<file path="src/rtl/eco_match_engine.sv">
// Sequential ECO target-compare: selects one of NUM_CH words per accepted beat,
// compares it under a mask against a reference and flags a run of consecutive matches.
module eco_match_engine #(
    parameter int NUM_CH = 4,
    parameter int WIDTH  = 8,
    parameter int SELW   = 2,
    parameter int CNTW   = 4
) (
    input  logic                    clk,
    input  logic                    rst_n,
    input  logic                    cfg_we,
    input  logic [WIDTH-1:0]        cfg_ref,
    input  logic [WIDTH-1:0]        cfg_mask,
    input  logic [CNTW-1:0]         cfg_thresh,
    input  logic                    arm,
    input  logic                    in_valid,
    output logic                    in_ready,
    input  logic [SELW-1:0]         in_sel,
    input  logic [NUM_CH*WIDTH-1:0] in_data,
    output logic                    target,
    output logic [CNTW-1:0]         hit_cnt,
    output logic                    busy
);

    typedef enum logic [1:0] {
        IDLE  = 2'd0,
        ARMED = 2'd1,
        HIT   = 2'd2
    } state_t;

    state_t           state;
    logic [WIDTH-1:0] ref_q;
    logic [WIDTH-1:0] mask_q;
    logic [CNTW-1:0]  thresh_q;

    logic             s1_valid;
    logic             s1_bad;
    logic [WIDTH-1:0] s1_word;

    logic             accept;
    logic             sel_ok;
    logic [WIDTH-1:0] sel_word;
    logic             s2_match;
    logic [CNTW-1:0]  cnt_next;

    assign in_ready = (state == ARMED) && arm;
    assign busy     = (state != IDLE);
    assign accept   = in_valid && in_ready;
    assign sel_ok   = ({1'b0, in_sel} < (SELW+1)'(NUM_CH));

    // NOTE: the default before the loop keeps this purely combinational; without it
    // an out-of-range select would leave sel_word unassigned and infer a latch.
    always_comb begin
        sel_word = '0;
        for (int k = 0; k < NUM_CH; k++) begin
            if (in_sel == SELW'(k)) sel_word = in_data[k*WIDTH +: WIDTH];
        end
    end

    assign s2_match = !s1_bad && (((s1_word ^ ref_q) & mask_q) == '0);
    assign cnt_next = !s2_match          ? '0 :
                      (hit_cnt == '1)    ? hit_cnt :
                                           hit_cnt + CNTW'(1);

    // NOTE: all state here uses non-blocking assignments so every register samples
    // pre-edge values; stage 2 must see the old stage-1 contents while stage 1 reloads.
    always_ff @(posedge clk or negedge rst_n) begin
        if (!rst_n) begin
            state    <= IDLE;
            ref_q    <= '0;
            mask_q   <= '0;
            thresh_q <= CNTW'(1);
            s1_valid <= 1'b0;
            s1_bad   <= 1'b0;
            s1_word  <= '0;
            hit_cnt  <= '0;
            target   <= 1'b0;
        end else begin
            if (cfg_we && state == IDLE) begin
                ref_q    <= cfg_ref;
                mask_q   <= cfg_mask;
                thresh_q <= (cfg_thresh == '0) ? CNTW'(1) : cfg_thresh;
            end
            s1_valid <= 1'b0;
            case (state)
                IDLE: begin
                    if (arm) state <= ARMED;
                end
                ARMED: begin
                    if (!arm) begin
                        state   <= IDLE;
                        hit_cnt <= '0;
                        target  <= 1'b0;
                    end else begin
                        s1_valid <= accept;
                        s1_word  <= sel_word;
                        s1_bad   <= !sel_ok;
                        if (s1_valid) begin
                            hit_cnt <= cnt_next;
                            if (cnt_next >= thresh_q) begin
                                target <= 1'b1;
                                state  <= HIT;
                            end
                        end
                    end
                end
                HIT: begin
                    // Count is frozen here; anything left in stage 1 is simply dropped.
                    if (!arm) begin
                        state   <= IDLE;
                        hit_cnt <= '0;
                        target  <= 1'b0;
                    end
                end
                default: state <= IDLE;
            endcase
        end
    end

endmodule

</file>
<file path="config.mk">
export PLATFORM = sky130hd
export DESIGN_NAME = eco_match_engine
export DESIGN_NICKNAME = d
export VERILOG_FILES = /design/src/rtl/eco_match_engine.sv
export SDC_FILE = /design/constraint.sdc
export NUM_CORES = 1
export LEC_CHECK = 0
export CAP_MARGIN = 15
export CORE_MARGIN = 1.5
export CORE_UTILIZATION = 41
export CTS_CLUSTER_DIAMETER = 120
export DETAILED_ROUTE_END_ITERATION = 7
export PLACE_DENSITY = 0.85
export SYNTH_ARGS = -nofsm -noshare
export SYNTH_HDL_FRONTEND = slang
export SYNTH_SLANG_ARGS = --single-unit
</file>
<file path="constraint.sdc">
create_clock -name clk -period 2.5 [get_ports clk]
set_input_delay 0.5 -clock clk [delete_from_list [all_inputs] [get_ports clk]]
set_output_delay 0.5 -clock clk [all_outputs]
set_load 0.1 [all_outputs]
</file>
==> metrics.md, run 1 <==
| Metric | Value |
|---|---|
| R2r endpoint | state[1] |
| Full die area | a little over 0.005 mm^2 |
| Routed WL | 4.021 mm |
| Worst setup path endpoint | state[1] |
| RSZ-0062 raised after global routing | true |
| Post-synth EDFFs | 0 |
| GRT Total Usage | between 10% and 20% |
| MaxCap Viol Count | 0 |
| Largest net degree at the start of global routing | 37 |
| Final min period | approximately 2400 ps |
| Total grt overflow | 0 |
| Worst reg2reg startpoint | hit_cnt[1] |
| Dominant synthesized flop cell | dfrtp_1 |
| Root Buffer | clkbuf_8 |
| Adder-Cell Fraction of Synth Area | 3.201% |
| Crit Path Max Fanout | 6 |
| Hold Crit Class | flop to flop |
| Drt wl/cell | 13.45 um |
| Crit Path Category | flop to flop |
| CTS buffer count | 5 |
| FF-to-FF path depth | 10 |
| Syn_nets | approximately 240 |
| Xor/xnor cell area share of the yosys netlist | under 10% |
| Area contributors post-synth | dfrtp_1, mux4_2, mux2_1, nand2_1, xor2_1 |
| Fill cell total of the finished layout | 363 |
| Largest stage delay on the critical path | 520 ps |
| Main combinational cell family by area after synthesis | multiplexers |
| Count of cell types in the netlist | 42 |
| Sequential share of the synthesized area | 46.16% |
| Top Ports | 66 |
| Starting DRT DRC Count | 60 |
| Antenna cells | 0 |
| Hold Buf Count CTS | 0 |
| Drt drc | 0 |
| CP arrival | 2610 ps |
| Pre-Repair DR Iteration Count | 4 |
| Setup bufs post-CTS | 0 |
| Max-slew headroom | 64.44% |
| RD Place Congestion | 0.7353 |
| Cells after synthesis | 171 |
| Least-Margin Pin Slew | 532.1 ps |
| Layout cells sized above 1 | between 20% and 30% |
| Critical Path Start | hit_cnt[1] |
| P_leak | 1.242 nW |
| Die X | just over 70 um |
| Clock buffer depth | 2 |
| Pwr per Cell Area | 574.3 mW/mm^2 |
| Via count | 1550 |
| Routed Antenna Nets | 0 |
| Initial antenna violation count | 0 |
| Sequence of cells on the critical path | ha_4 -> nand3_4 -> xnor2_1 -> or3_1 -> ha_1 -> nand2b_1 -> a21o_1 -> a21o_1 -> a211o_1 -> and3_1 |
| Final hold slack | about 500 ps |
| Post-Layout Cell Count | roughly 300 |
| Initial Utilization | between 40% and 50% |
| Rows | 24 |
| First-pass GRT wire length | 6.927 mm |
| Post-synthesis compound-gate area fraction | 10.37% |
| Synth Area in Simple Gates | 13.25% |
| Finish-stage setup viols | 0 |
| Endpoint class of the critical path | flop |
| FF+latch count, synth | 36 |
| Top cell by count, worst path | a21o_1 |
| Clock transition at path regs | 70 ps |
| # placed instances | a little under 300 |
| Fmax | 0.4107 GHz |
| Yosys top cell by area | dfrtp_1 |
| Port-buffer cells | 65 |
| Area of the core | roughly 0.0045 mm^2 |
| Synth Warn # | 0 |
| H-tree depth | 2 |
| Nets@finish | 310 |
| DP HPWL | between 3 and 4 mm |
| Post-synth top area share | approximately 45% |
| Setup slack, reg-to-reg | between 60 and 70 ps |
| Peak VDD IR | 0.2540 mV |
| Vias per cell | 5.184 |
| Final hold viol count | 0 |
| Die height | 72.04 um |
| Post-Route Setup TNS | 0 ps |
| Status | complete, no violations |
| List of most frequent post-synthesis cells | dfrtp_1, nand2_1, mux2_1, mux4_2, xor2_1 |
| Layout overhead on the synthesized area | 45.45% |
| Clk sinks | 36 |
| Vias in the first global route | 1583 |
| Clock latency on the worst-skew pair | 280 ps |
| Clk_skew | between 3 and 4 ps |
| CP Launch Type | flop |
| Final slew viol count | 0 |
| Crit share post-route | 97.40% |
| Async set-reset flop share out of synthesis | 100.0% |
| Mux cell area share after synthesis | 19.53% |
| Top-count cell post-synth | dfrtp_1 |
| Hold Crit Start | s1_word[1] |
| Mapped Area | 0.001954 mm^2 |
| Slowest CP cell | dfrtp_4 |
| CTS tree | yes |
| CP required | between 2000 and 3000 ps |
| Average size of a mapped cell | about 11 um^2 |
[metrics by stage]
step                setup slack, ps  cell area [um^2]  total power, W  util (%)
floorplan                    -141.0              1989       0.0009637         -
global placement              101.1              2735        0.001136     61.13
detailed placement            59.00              2735        0.001152     61.13
CTS                           42.99              2843        0.001653     63.53
global route                 -4.626              2843        0.001725     63.53
finish                        65.03              2843        0.001633     63.53
[state kept, by name (all words and copies together) (netlist names)]
signal / count
thresh_q: 4
s1_word: 8
s1_valid: 1
ref_q: 8
state: 2
target: 1
hit_cnt: 4
mask_q: 8
[placed cells by master, fill, tap and decap left out, drive strengths merged, types with 2 or more instances in the layout]
cell type,count
clkdlybuf4s50,58
dfrtp,35
nand2,32
mux2,17
buf,16
xor2,8
mux4,8
nor2,8
inv,7
clkbuf,6
o21ai,6
ha,5
a21oi,4
a22oi,4
nor3,3
o41ai,3
nand3,3
and3,2
or2,2
xnor2,2
a22o,2
a21o,2
[critical path, delay by kind of cell (launching register included)]
kind            cells  cell delay [ps]
flops               1              520
fa+ha+maj           2              490
xor+xnor            1               80
compound gates      3              550
simple gates        4              710
[timing repair]
action                                  CTS  global route
hold endpoints to repair                  0             0
resized for setup                         0             0
endpoints found under the setup margin    0             2
[how the worst min path moves through the flow]
stage / to / slack [ps] / cells after the start
after CTS: s1_word[1] / 500 / 2
final: s1_word[1] / 500 / 2
after detailed placement: s1_word[1] / 480 / 2
after global placement: s1_word[0] / 480 / 2
after floorplan: hit_cnt[2] / 200 / 0
after global routing: mask_q[7] / 520 / 1
[where the power goes]
group | internal (W) | switching [W] | total (W)
clock | 0.000296 | 0.000203 | 0.000499
sequential | 0.000660 | 0.0000480 | 0.000708
combinational | 0.000237 | 0.000188 | 0.000425
[cell type report]
cell class | count | area, um^2 | share of cell area (%)
Sequential cell | 36 | 912.1 | 32.09
Inverter | 7 | 26.28 | 0.9243
Multi-Input combinational cell | 122 | 1018 | 35.83
Clock inverter | 2 | 35.03 | 1.232
Timing Repair Buffer | 74 | 713.2 | 25.09
Tap cell | 52 | 65.06 | 2.289
Clock buffer | 6 | 72.57 | 2.553
[per-layer routing]
layer / GRT usage, % / wire (um) / share of wire, %
met5: 0 / 0 / 0
met4: 5.031 / 11 / 0.27
met2: 30.56 / 2107 / 52
met1: 20.60 / 1608 / 40
met3: 5.556 / 293 / 7.3
[logic make-up (layout without fill, tap and decap cells)]
kind of cell | after synthesis | after routing
AOI/OAI and AO/OA | 26 | 26
xor gates and xnor gates | 10 | 10
adders and majority gates | 5 | 5
buffers and inverters | 13 | 89
DFF | 36 | 36
muxes | 26 | 26
and+or+nand+nor | 55 | 55
Power figures use the tool's default switching activity.
==> run 2: changes to the inputs <==
--- a/config.mk
+++ b/config.mk
@@ -5,12 +5,13 @@
 export SDC_FILE = /design/constraint.sdc
 export NUM_CORES = 1
 export LEC_CHECK = 0
+export ABC_AREA = 1
 export CAP_MARGIN = 15
 export CORE_MARGIN = 1.5
-export CORE_UTILIZATION = 41
+export CORE_UTILIZATION = 39
 export CTS_CLUSTER_DIAMETER = 120
 export DETAILED_ROUTE_END_ITERATION = 7
-export PLACE_DENSITY = 0.85
+export PLACE_DENSITY = 0.81
 export SYNTH_ARGS = -nofsm -noshare
 export SYNTH_HDL_FRONTEND = slang
 export SYNTH_SLANG_ARGS = --single-unit
==> run 2 against run 1 <==
  * Clock power fell by 11%
  * Largest cell class unchanged
  * Synthesized cell count rose by 43%
  * Synthesized area rose by 4.4%
  * Via count rose by 19%
  * First-iteration DRC count rose by 35%
==> metrics.md, run 2 <==
| Metric | Value |
|---|---|
| Status | complete, no violations |
| Routed Antenna Nets | 0 (unchanged) |
| CP arrival | 2280 ps (-330 ps) |
| Root Buffer | clkbuf_8 |
| Initial Utilization | 40.19% (-3.5 points) |
| Max-slew headroom | 68.72% (+4.3 points) |
| Initial antenna violation count | 0 (unchanged) |
| Most common cell after layout, fill and taps aside | nand2_1 |
| Setup bufs post-CTS | 0 (unchanged) |
| Vias per cell | 4.779 (-7.8%) |
| Die X | 75.32 um (+4.5%) |
| Via count | 1840 (+19%) |
| Delay-heaviest family, CP | simple AND/OR/NAND/NOR gates |
| Mapped Area | 0.002039 mm^2 (+4.4%) |
| Largest stage delay on the critical path | 380 ps (-140 ps) |
| List of most frequent post-synthesis cells | nand2_1, dfrtp_1, inv_1, nand3_1, a21oi_1 |
| Slowest CP cell | dfrtp_1 |
| Resized Gates After CTS | 0 (unchanged) |
| # placed instances | 378 (+30%) |
| Clock latency on the worst-skew pair | 290 ps (about the same) |
| Dominant synthesized flop cell | dfrtp_1 |
| Post-Route Setup TNS | 0 ps (unchanged) |
| Nets@finish | 379 (+22%) |
| Drt wl/cell | 11.46 um (-15%) |
| Area of the core | 0.005075 mm^2 (+13%) |
| RSZ-0062 raised after global routing | false |
| Starting DRT DRC Count | 81 (+35%) |
| Post-Layout Cell Count | 385 (+29%) |
| Clock transition at path regs | 70 ps (about the same) |
| Final hold slack | 483.3 ps (-13.46 ps) |
| Area contributors post-synth | dfrtp_1, nand2_1, mux2_4, inv_1, nand3_1 |
| Fmax | 0.4768 GHz (+16%) |
| Final slew viol count | 0 (unchanged) |
| CP required | 2680 ps (about the same) |
| First-pass GRT wire length | 7.438 mm (+7.4%) |
| Finish-stage setup viols | 0 (unchanged) |
| Clock buffer depth | 2 (unchanged) |
| Hold Crit Class | flop to flop |
| Layout cells sized above 1 | 13.65% (-7.0 points) |
| Pwr per Cell Area | 916.4 mW/mm^2 (+60%) |
| Crit Path Category | flop to flop |
| FF+latch count, synth | 36 (unchanged) |
| Top Ports | 66 (unchanged) |
| Clk sinks | 36 (unchanged) |
| Yosys top cell by area | dfrtp_1 |
| Post-synth EDFFs | 0 (unchanged) |
| Vias in the first global route | 1750 (+11%) |
| Crit Path Max Fanout | 7 (+1) |
| DP HPWL | 3.531 mm (+7.3%) |
| Pre-Repair DR Iteration Count | 4 (unchanged) |
| Syn_nets | 309 (+31%) |
| Final hold viol count | 0 (unchanged) |
| Endpoint class of the critical path | flop |
| Sequence of cells on the critical path | inv_1 -> nand2_1 -> nand3_1 -> nand2_1 -> nor2_1 -> nand2_1 -> nor2_1 -> ha_1 -> a21boi_0 -> o21bai_1 -> nand2_1 -> nand2_1 -> nand2_1 |
| Top cell by count, worst path | nand2_1 |
| Post-Layout Inst Area | 0.002854 mm^2 (+0.40%) |
| Layout overhead on the synthesized area | 39.94% |
| Antenna cells | 0 (unchanged) |
| Post-synth top area share | 42.94% (-1.9 points) |
| Hold Buf Count CTS | 0 (unchanged) |
| Drt drc | 0 (unchanged) |
| Rows | 26 (+8.3%) |
| CP Launch Type | flop |
| Total grt overflow | 0 (unchanged) |
| Top flop regs | mask_q (8), ref_q (8), s1_word (8) |
| Synth Warn # | 0 (unchanged) |
| Async set-reset flop share out of synthesis | 100.0% (unchanged) |
| Final min period | 2097 ps (-337.6 ps) |
| DP Area | 0.002758 mm^2 (+0.82%) |
| Most frequent cells in the layout | nand2_1, clkdlybuf4s50_1, dfrtp_1, inv_1, nand3_1 |
| Bufs and invs on worst path | 1 (+1) |
| Clk_skew | 3.324 ps (-0.005520 ps) |
| Top-count cell post-synth | nand2_1 |
| Largest net degree at the start of global routing | 31 (-16%) |
| Sequential share of the synthesized area | 44.23% (-1.9 points) |
| Peak VDD IR | 0.4479 mV (+76%) |
| CTS tree | yes |
| H-tree depth | 2 (unchanged) |
| RD Place Congestion | 0.8188 (+11%) |
| Least-Margin Pin Slew | 467.5 ps (-64.59 ps) |
| P_leak | 1.410 nW (+14%) |
| Die height | 75.32 um (+4.5%) |
| GRT Total Usage | 17.48% (+0.034 points) |
| Cells after synthesis | 245 (+43%) |
| Full die area | 0.005672 mm^2 (+9.3%) |
| Average size of a mapped cell | 8.324 um^2 (-27%) |
| MaxCap Viol Count | 0 (unchanged) |
| Fill cell total of the finished layout | 479 (+32%) |
| CTS buffer count | 5 (unchanged) |
| Crit share post-route | 83.90% (-14 points) |
| Routed WL | 4.411 mm (+9.7%) |
| Port-buffer cells | 65 (unchanged) |
| Count of cell types in the netlist | 31 (-26%) |
run 2: cell families after synthesis:
kind of cell             share of synthesized area, %
AND/OR/NAND/NOR                                 25.70
AO/OA/AOI/OAI                                   10.98
buffers and inverters                           8.221
flip-flops                                      44.23
multiplexers                                    7.362
adder cells (fa/ha/maj)                         3.067
XOR/XNOR                                       0.4295
run 2: per-stage QoR:
| stage | utilization, % | total power, W | setup WS (ps) |
|---|---|---|---|
| 3_5_place_dp | 54.34 | 0.002186 | 415.8 |
| 4_1_cts | 56.24 | 0.002633 | 406.4 |
| 3_3_place_gp | 54.34 | 0.002144 | 464.4 |
| 2_1_floorplan | - | 0.001865 | 49.61 |
| 6_report | 56.24 | 0.002616 | 402.6 |
| 5_1_grt | 56.24 | 0.002829 | 149.2 |
run 2: final cells by class:
type / instances / area, um^2 / area share, %
Multi-Input combinational cell: 170 / 969.7 / 33.98
Sequential cell: 36 / 904.6 / 31.70
Timing Repair Buffer: 68 / 668.1 / 23.41
Inverter: 34 / 127.6 / 4.472
Clock buffer: 7 / 96.34 / 3.376
Tap cell: 70 / 87.58 / 3.069
run 2: layer usage:
layer	vias to the layer above	routed length, um	global-route usage (%)
met5	-	0	0
met4	0	48	6.349
met3	5	365	5.423
met2	68	2046	28.95
met1	831	1950	21.59
li1	936	-	-
run 2: final timing paths:
path | start | endpoint | slack, ps | cells past startpoint
min reg2reg | target | target | 480 | 2
min in group asynchronous | rst_n | thresh_q[1] | 530 | 1
max | ref_q[5] | state[1] | 400 | 13
min | target | target | 480 | 2
max reg2reg | ref_q[5] | state[1] | 400 | 13
max in group asynchronous | rst_n | ref_q[4] | 1400 | 2
run 2: power breakdown:
part           internal (W)  leakage (nW)  switching, W
logic              0.000509         0.931      0.000689
clock network      0.000245        0.0503      0.000197
registers          0.000832         0.429      0.000144
total               0.00159          1.41       0.00103
run 2: tightest hold or removal path, stage by stage (launching register included):
cell and delay (ps):
dfrtp_1 350, nand2_1 50, nand2_1 50
==> run 3: changes to the inputs <==
==> constraint.sdc (replaced) <==
create_clock -name clk -period 1.8 [get_ports clk]
set_input_delay 0.36 -clock clk [delete_from_list [all_inputs] [get_ports clk]]
set_output_delay 0.36 -clock clk [all_outputs]
set_load 0.1 [all_outputs]
==> run 3 against run 2 <==
  * The run now ends with setup timing left
  * Flip-flop and latch count is the same
  * Register-to-register slack lost 590 ps
  * Sequential power grew 39%
  * Core utilization grew 8.2 points
  * Critical path depth shrank 1
  * First-iteration DRC count grew 3.7%
  * Die area is the same
  * Final area grew 15%
  * Wire length grew 18%
  * Global-route usage grew 0.64 points
  * Total power grew 60%
  * Fmax grew 5.5%
  * Largest power group unchanged
==> metrics.md, run 3 (same netlist as run 2, synthesis figures left out) <==
| Metric | Value |
|---|---|
| Pwr per Cell Area | 1278 mW/mm^2 (+39%) |
| Initial Utilization | 40.19% (unchanged) |
| Antenna cells | 0 (unchanged) |
| CTS buffer count | 5 (unchanged) |
| Clock latency on the worst-skew pair | 280 ps (about the same) |
| Layout cells sized above 1 | 25.73% (+12 points) |
| Least-Margin Pin Slew | 521.6 ps (+54.08 ps) |
| Starting DRT DRC Count | 84 (+3.7%) |
| Drt wl/cell | 12.58 um (+9.8%) |
| Drt drc | 0 (unchanged) |
| First-pass GRT wire length | 7.866 mm (+5.8%) |
| Crit Path Max Fanout | 5 (-2) |
| Clock transition at path regs | 70 ps (about the same) |
| Routed WL | 5.185 mm (+18%) |
| Status | finished, violations left |
| Final worst slack | -187.5 ps (-590.1 ps) |
| Final min period | 1987 ps (-109.9 ps) |
| Clock buffer depth | 2 (unchanged) |
| Hold Buf Count CTS | 0 (unchanged) |
| Most common cell after layout, fill and taps aside | nand2_1 |
| Nets@finish | 405 (+6.9%) |
| Largest net degree at the start of global routing | 31 (unchanged) |
| CP arrival | 2160 ps (-120 ps) |
| RD Place Congestion | 0.8349 (+2.0%) |
| Delay-heaviest family, CP | simple AND/OR/NAND/NOR gates |
| Initial antenna violation count | 0 (unchanged) |
| P_leak | 1.581 nW (+12%) |
| CP required | 1980 ps (-700 ps) |
| Area of the core | 0.005075 mm^2 (unchanged) |
| Largest stage delay on the critical path | 500 ps (+120 ps) |
| Top cell by count, worst path | nand2_1 |
| MaxCap Viol Count | 0 (unchanged) |
| Slowest CP cell | dfrtp_4 |
| Vias in the first global route | 1872 (+7.0%) |
| Hold Crit Class | primary input to asynchronous set/reset pin |
| Finish-stage setup viols | 3 (+3) |
| Top flop regs | mask_q (8), ref_q (8), s1_word (8) |
| Pre-CTS setup slack | -173.6 ps (-589.4 ps) |
| Fmax | 0.5031 GHz (+5.5%) |
| H-tree depth | 2 (unchanged) |
| Most frequent cells in the layout | nand2_1, clkdlybuf4s50_1, dfrtp_1, inv_1, buf_4 |
| Endpoint class of the critical path | flop |
| Die height | 75.32 um (unchanged) |
| Bufs and invs on worst path | 1 (unchanged) |
| Crit share post-route | 110.4% (+27 points) |
| Clock share of power | 15.0% (-1.9 points) |
| Via count | 1987 (+8.0%) |
| Clk sinks | 36 (unchanged) |
| Combinational cell fraction of total power | 52.4% (+6.6 points) |
| Port-buffer cells | 65 (unchanged) |
| Seq pwr share | 32.6% (-4.7 points) |
| Root Buffer | clkbuf_8 |
| Die X | 75.32 um (unchanged) |
| Rows | 26 (unchanged) |
| Final hold viol count | 0 (unchanged) |
| Sequence of cells on the critical path | ha_4 -> nand3_4 -> xor2_2 -> nand3_1 -> ha_1 -> inv_1 -> a21boi_1 -> o21bai_1 -> nand2_1 -> nand2_1 -> nand2_1 -> nand2_1 |
| Total grt overflow | 0 (unchanged) |
| Peak VDD IR | 0.7622 mV (+70%) |
| RSZ-0062 raised after global routing | true |
| Sw Share | 38.39% (-0.96 points) |
| Clk_skew | 6.498 ps (+3.174 ps) |
| Top Ports | 66 (unchanged) |
| CTS tree | yes |
| Full die area | 0.005672 mm^2 (unchanged) |
| Layout overhead on the synthesized area | 60.31% |
| Vias per cell | 4.823 (+0.91%) |
| Switching power | 0.001604 W (+56%) |
| Crit Path Category | flop to flop |
| Max-slew headroom | 65.10% (-3.6 points) |
| CP Launch Type | flop |
| Final hold slack | 384.2 ps (-99.11 ps) |
| Pint | 0.002573 W (+62%) |
| Pre-Repair DR Iteration Count | 4 (unchanged) |
| Final slew viol count | 0 (unchanged) |
| Violated checks | setup timing |
| Fill cell total of the finished layout | 428 (-11%) |
| Routed Antenna Nets | 0 (unchanged) |
| GRT Total Usage | 18.12% (+0.64 points) |
| DP HPWL | 3.761 mm (+6.5%) |
## run 3: cell count changes in the layout (fill, tap and decap cells not counted), sizes merged
cell and delta:
buf +26, clkbuf +1
## run 3: power groups by stage
stage	sequential [W]	combinational (W)	clock [W]
after global routing	0.00140	0.00239	0.000673
after floorplan	0.00139	0.00121	0
after CTS	0.00136	0.00210	0.000640
after global placement	0.00135	0.00197	0
final	0.00136	0.00219	0.000626
after detailed placement	0.00137	0.00201	0
## run 3: metal layers
layer	vias to the layer above	part of all wire, %	routed length (um)	track usage [%]
met3	12	3.2	165	3.175
met2	49	54	2784	32.07
li1	991	-	-	-
met4	0	2.5	129	7.738
met5	-	0	0	0
met1	935	41	2105	21.63
## run 3: final timing paths
check	startpoint	to	slack (ps)	cells after the start
min	rst_n	state[0]	380	1
min in group clk	thresh_q[3]	thresh_q[3]	480	2
max reg2reg	hit_cnt[1]	target	-190	12
min reg2reg	thresh_q[3]	thresh_q[3]	480	2
max in group asynchronous	rst_n	thresh_q[0]	850	2
max	hit_cnt[1]	target	-190	12
## run 3: what timing repair did
action,CTS,global route
cloned,0,0
pin swaps,7,9
buffers inserted,3,4
setup endpoints to repair,3,3
gates resized for setup,8,9
## run 3: final cells by class
cell class	instances	area, um^2	share of cell area (%)
Timing Repair Buffer	94	963.4	29.47
Clock buffer	8	100.1	3.062
Tap cell	70	87.58	2.679
Inverter	34	127.6	3.904
Sequential cell	36	914.6	27.98
Multi-Input combinational cell	170	1076	32.91
## run 3: through the flow
stage	setup TNS [ps]	power (W)	area, um^2	util, %	cells
3_5_place_dp	-465.9	0.003374	3040	59.91	397
3_3_place_gp	-274.4	0.003317	3040	59.91	397
6_report	-519.5	0.004177	3269	64.42	412
2_1_floorplan	-676.8	0.002599	2082	-	245
5_1_grt	-880.5	0.004464	3269	64.42	412
4_1_cts	-414.7	0.004098	3194	62.94	408
==> RTL change 1 (flow settings as in run 2) <==
Reset style: synchronous (`rst_n`), changed in one clocked block.
--- a/src/rtl/eco_match_engine.sv
+++ b/src/rtl/eco_match_engine.sv
@@ -64,7 +64,7 @@
 
     // NOTE: all state here uses non-blocking assignments so every register samples
     // pre-edge values; stage 2 must see the old stage-1 contents while stage 1 reloads.
-    always_ff @(posedge clk or negedge rst_n) begin
+    always_ff @(posedge clk) begin
         if (!rst_n) begin
             state    <= IDLE;
             ref_q    <= '0;
Check against the original RTL: differs if rst_n is asserted again (counterexample within 4 cycles, from zero or initial values and one cycle with rst_n low); with rst_n held inactive, the same outputs for 10 cycles.
==> RTL change 1 against run 2 <==
  * Synthesized cell count is 8.6% higher
  * Synthesized area is 8.7% lower
  * Via count is 7.1% higher
  * Setup slack worse by 130 ps
  * Cell area is 6.9% lower
  * Fmax is 5.9% lower
  * Wire length is 9.1% higher
  * Sequential cell count stayed put
  * First-iteration DRC count is 89% higher
  * Highest routed layer unchanged
Power is not compared: it rests on default switching activity, and its combinational part moved more than twofold at a synthesized area within 25%.
==> RTL change 1: results (changes against run 2) <==
status=complete, no violations; largest net degree at the start of global routing=32 (+3.2%); PortBufs=65 (unchanged); CTS Buffer Depth=2 (unchanged); Diodes inserted=0 (unchanged); dpl cell area=2566 um^2 (-6.9%); DRT iter0 DRCs=153 (+89%); post-layout net count=397 (+4.7%); YS warnings=0 (unchanged); Max IR drop VDD=between 0.3 and 0.4 mV; Initial DRT Pass Iterations=5 (+1); synth unique cells=30 (-3.2%); Slew @ Worst Pin=505.2 ps (+37.73 ps); Syn Nets=330 (+6.8%); vias per cell=5.106 (+6.8%); Pleak=around 1.1 nW; Clock Latency Late Sink=290 ps (about the same); clk_skew=5.277 ps (+1.953 ps); Worst Hold Class=flip-flop to flip-flop; post-DR wirelength/cell=12.46 um (+8.8%); first-pass GRT wire length=7962 um (+7.0%); postcts setup bufs=0 (unchanged); TritonCTS Buffers=5 (unchanged); Crit path arrival time=2400 ps (+120 ps); biggest regs=mask_q x8, ref_q x8, s1_word x8; GR Util All Layers=19.61% (+2.1 points); Worst Path Max Fanout=7 (unchanged); layout cells sized above 1=9.581% (-4.1 points); ys async rst share=0% (-100 points); top post-synthesis cells by count=54 x nand2_1, 36 x dfxtp_1, 31 x o21ai_0; flop2flop setup slack=270 ps (-130 ps); sequential share of the synthesized area=38.68% (-5.5 points); vias in the first global route=1,803 (+3.0%); Reg clk slew, reported paths=70 ps (about the same); sw frac=approximately 29%; initial antenna violation count=0 (unchanged); Synth area leaders=dfxtp_1 39%, nand2_1 11%, o21ai_0 8.3%; # fillers=405 (-15%); Final GP Congestion=0.8386 (+2.4%); post-cts resize count=0 (unchanged); htree depth=2 (unchanged); Top FF cell, synth=dfxtp_1; HPWL after detailed placement=3720 um (+5.3%); CTS Root Cell=clkbuf_8
[RTL change 1: through the flow]
step | cells | hold WS, ps | setup WS [ps] | power (W)
detailed placement | 378 | 454.4 | 338.8 | 0.001007
finish | 386 | 462.8 | 271.2 | 0.001415
CTS | 386 | 465.4 | 266.1 | 0.001424
global placement | 378 | 451.3 | 377.2 | 0.0009989
floorplan | 266 | 435.3 | 110.7 | 0.0008567
global route | 386 | 488.4 | 78.02 | 0.001496
[RTL change 1: final cells by class]
type	count	area (um^2)	area share, %
inverter	29	108.9	4.098
sequential	36	725.7	27.32
timing repair buffer	70	683.2	25.72
tap	52	65.06	2.449
clock buffer	8	90.09	3.391
multi-input combinational	191	983.4	37.02
[RTL change 1: path summary, 6_finish.rpt]
path / to / cells after the start / from
min: thresh_q[2] / 2 / thresh_q[2]
max reg2reg: state[1] / 14 / ref_q[5]
max: state[1] / 14 / ref_q[5]
min reg2reg: thresh_q[2] / 2 / thresh_q[2]
[RTL change 1: layer usage]
layer	wire [um]	global-route usage (%)	up-vias
li1	-	-	1032
met1	2102	23.32	885
met2	2406	33.85	43
met3	182	3.889	11
met4	120	9.434	0
met5	0	0	-
[RTL change 1: logic make-up (layout without fill, tap and decap cells)]
family	count (synthesis)	in the layout	synth area share [%]
xor+xnor	1	1	0.4702
buf+inv	39	107	8.529
fa+ha+maj	5	5	3.358
flops	36	36	38.68
compound gates	68	68	20.69
simple gates	117	117	28.27
[RTL change 1: power by group through the flow]
stage	registers [W]	clock network, W	logic, W
final	0.000647	0.000421	0.000347
after global routing	0.000651	0.000454	0.000391
after CTS	0.000647	0.000428	0.000349
after detailed placement	0.000659	0	0.000348
after global placement	0.000658	0	0.000341
after floorplan	0.000653	0	0.000203
[RTL change 1: critical path, cell delays in order, from the launching register on]
cell and delay (ps):
dfxtp_1 320, inv_1 80, nand2_1 60, nand3_1 70, nand2_1 60, nor2_1 360, nand2_1 130, a31oi_1 170
ha_1 260, nand2_1 60, inv_1 50, nor3_2 180, nand2_1 120, nand2_1 120, a21oi_1 70
==> RTL change 2 (config.mk and constraints of run 2) <==
Without the edit above. Change the parameter `NUM_CH` from 4 to 5.
--- a/src/rtl/eco_match_engine.sv
+++ b/src/rtl/eco_match_engine.sv
@@ -1,7 +1,7 @@
 // Sequential ECO target-compare: selects one of NUM_CH words per accepted beat,
 // compares it under a mask against a reference and flags a run of consecutive matches.
 module eco_match_engine #(
-    parameter int NUM_CH = 4,
+    parameter int NUM_CH = 5,
     parameter int WIDTH  = 8,
     parameter int SELW   = 2,
     parameter int CNTW   = 4
Ports: changed (resized in_data); port bits go from 66 to 74. No check against the original RTL was run, so the function may have changed too.
==> RTL change 2 against run 2 <==
  * Worst hold slack got worse by 2.8 ps
  * Non-clock buffer count decreased by 1
  * Core utilization decreased by 0.20 points
  * Via count decreased by 1.1%
  * Total power decreased by 0.44%
  * Sequential cell count unchanged
  * Sequential share of layout area increased by 0.11 points
  * Setup slack got worse by 55 ps
  * Synthesized area unchanged
  * Cell area decreased by 0.35%
  * Wire length decreased by 1.7%
  * Largest power group unchanged
==> RTL change 2: results (changes against run 2) <==
status=complete, no violations; GR Util All Layers=16.46% (-1.0 points); Clock Latency Late Sink=~280 ps; Buffers excl. clock=67 (-1.5%); Seq area share=31.81% (+0.11 points); Synth area leaders=dfrtp_1 43%, nand2_1 11%, mux2_4 7.4%; Worst Hold Class=flip-flop to flip-flop; Reg2Reg Capture Point=state[0]; area of the multi-input gates=982.2 um^2 (+1.3%); switching power total=0.001030 W (about the same); reg2reg start=hit_cnt[0]; Syn Nets=314 (+1.6%); clk_skew=4.882 ps (+1.558 ps); Hold Path Cell Cnt=2 (unchanged); Crit path arrival time=roughly 2300 ps; HPWL after detailed placement=3421 um (-3.1%); synth unique cells=31 (unchanged); Worst Path Max Fanout=5 (-2); DRT iter0 DRCs=72 (-11%); YS warnings=0 (unchanged); Signal buf overhead=23.23% (-0.18 points); num sequential=36 (unchanged); sequential share of the synthesized area=44.23% (unchanged); post-DR wirelength/cell=11.36 um (-0.88%); TritonCTS Buffers=5 (unchanged); postcts setup bufs=0 (unchanged); layout cells sized above 1=15.06% (+1.4 points); Slew headroom=70.39% (+1.7 points); largest net degree at the start of global routing=37 (+19%); PortBufs=65 (unchanged); Final GP Congestion=0.7679 (-6.2%); hold slack=480.6 ps (-2.771 ps); Pleak=1.404 nW (-0.45%); # clk buffers=7 (unchanged); # fillers=474 (-1.0%); post-cts resize count=0 (unchanged); #MultiIn Comb=171 (+0.59%); initial antenna violation count=0 (unchanged); flop2flop setup slack=350 ps (-60 ps); ys async rst share=100.0% (unchanged); vias per cell=4.764 (-0.31%); vias in the first global route=1,703 (-2.7%); first-pass GRT wire length=7113 um (-4.4%); worst-case reg-to-reg path depth=10 (-3); Top FF cell, synth=dfrtp_1; Reg clk slew, reported paths=70 ps (about the same); Max IR drop VDD=0.3810 mV (-15%); Clock-cell share=3.300% (-0.076 points); top post-synthesis cells by count=62 x nand2_1, 35 x dfrtp_1, 25 x a21oi_1, 25 x inv_1, 22 x nand3_1; post-layout net count=383 (+1.1%); Inverters excl. clock=30 (-12%)
## RTL change 2: changes by cell type after synthesis, moves of 2 or more
| cell | before | now |
|---|---|---|
| a21oi_1 | 19 | 25 |
| inv_1 | 31 | 25 |
| nor2_2 | 2 | 5 |
| o21ai_0 | 7 | 2 |
| nand2_1 | 64 | 62 |
## RTL change 2: worst max-delay path, cell delays in order, from the launching register on
cell	delay, ps
dfrtp_2	440
ha_1	230
nand3_1	160
xor2_1	200
nand3_1	110
ha_1	280
inv_1	30
a21boi_0	170
o21bai_1	100
nand2_1	130
o311ai_0	150
## RTL change 2: cell families after synthesis
logic type	after synthesis	synth area share [%]
AND/OR/NAND/NOR	115	25.77
AO/OA/AOI/OAI	40	11.53
flip-flops	36	44.23
buffers and inverters	35	7.607
multiplexers	10	7.362
adder cells (fa/ha/maj)	5	3.067
XOR/XNOR	1	0.4295
## RTL change 2: power groups by stage
stage                     Combinational (W)  Sequential (W)  Clock (W)
after global routing                0.00135         0.00101   0.000464
after CTS                           0.00122        0.000977   0.000434
after detailed placement            0.00121        0.000984          0
after global placement              0.00118        0.000973          0
final                               0.00120        0.000976   0.000426
after floorplan                    0.000889        0.000996          0
## RTL change 2: routing by layer
layer,part of all wire [%],track usage [%],vias up
li1,-,-,937
met1,43,19.58,820
met2,49,28.75,54
met3,5.7,4.365,9
met4,1.8,5.754,0
met5,0,0,-
## RTL change 2: stage by stage
step	std cells	worst slack [ps]	instance area, um^2	util, %
finish	382	347.3	2844	56.04
global route	382	181.7	2844	56.04
CTS	382	356.0	2844	56.04
detailed placement	374	366.0	2750	54.19
global placement	374	458.1	2750	54.19
floorplan	242	40.24	2042	-
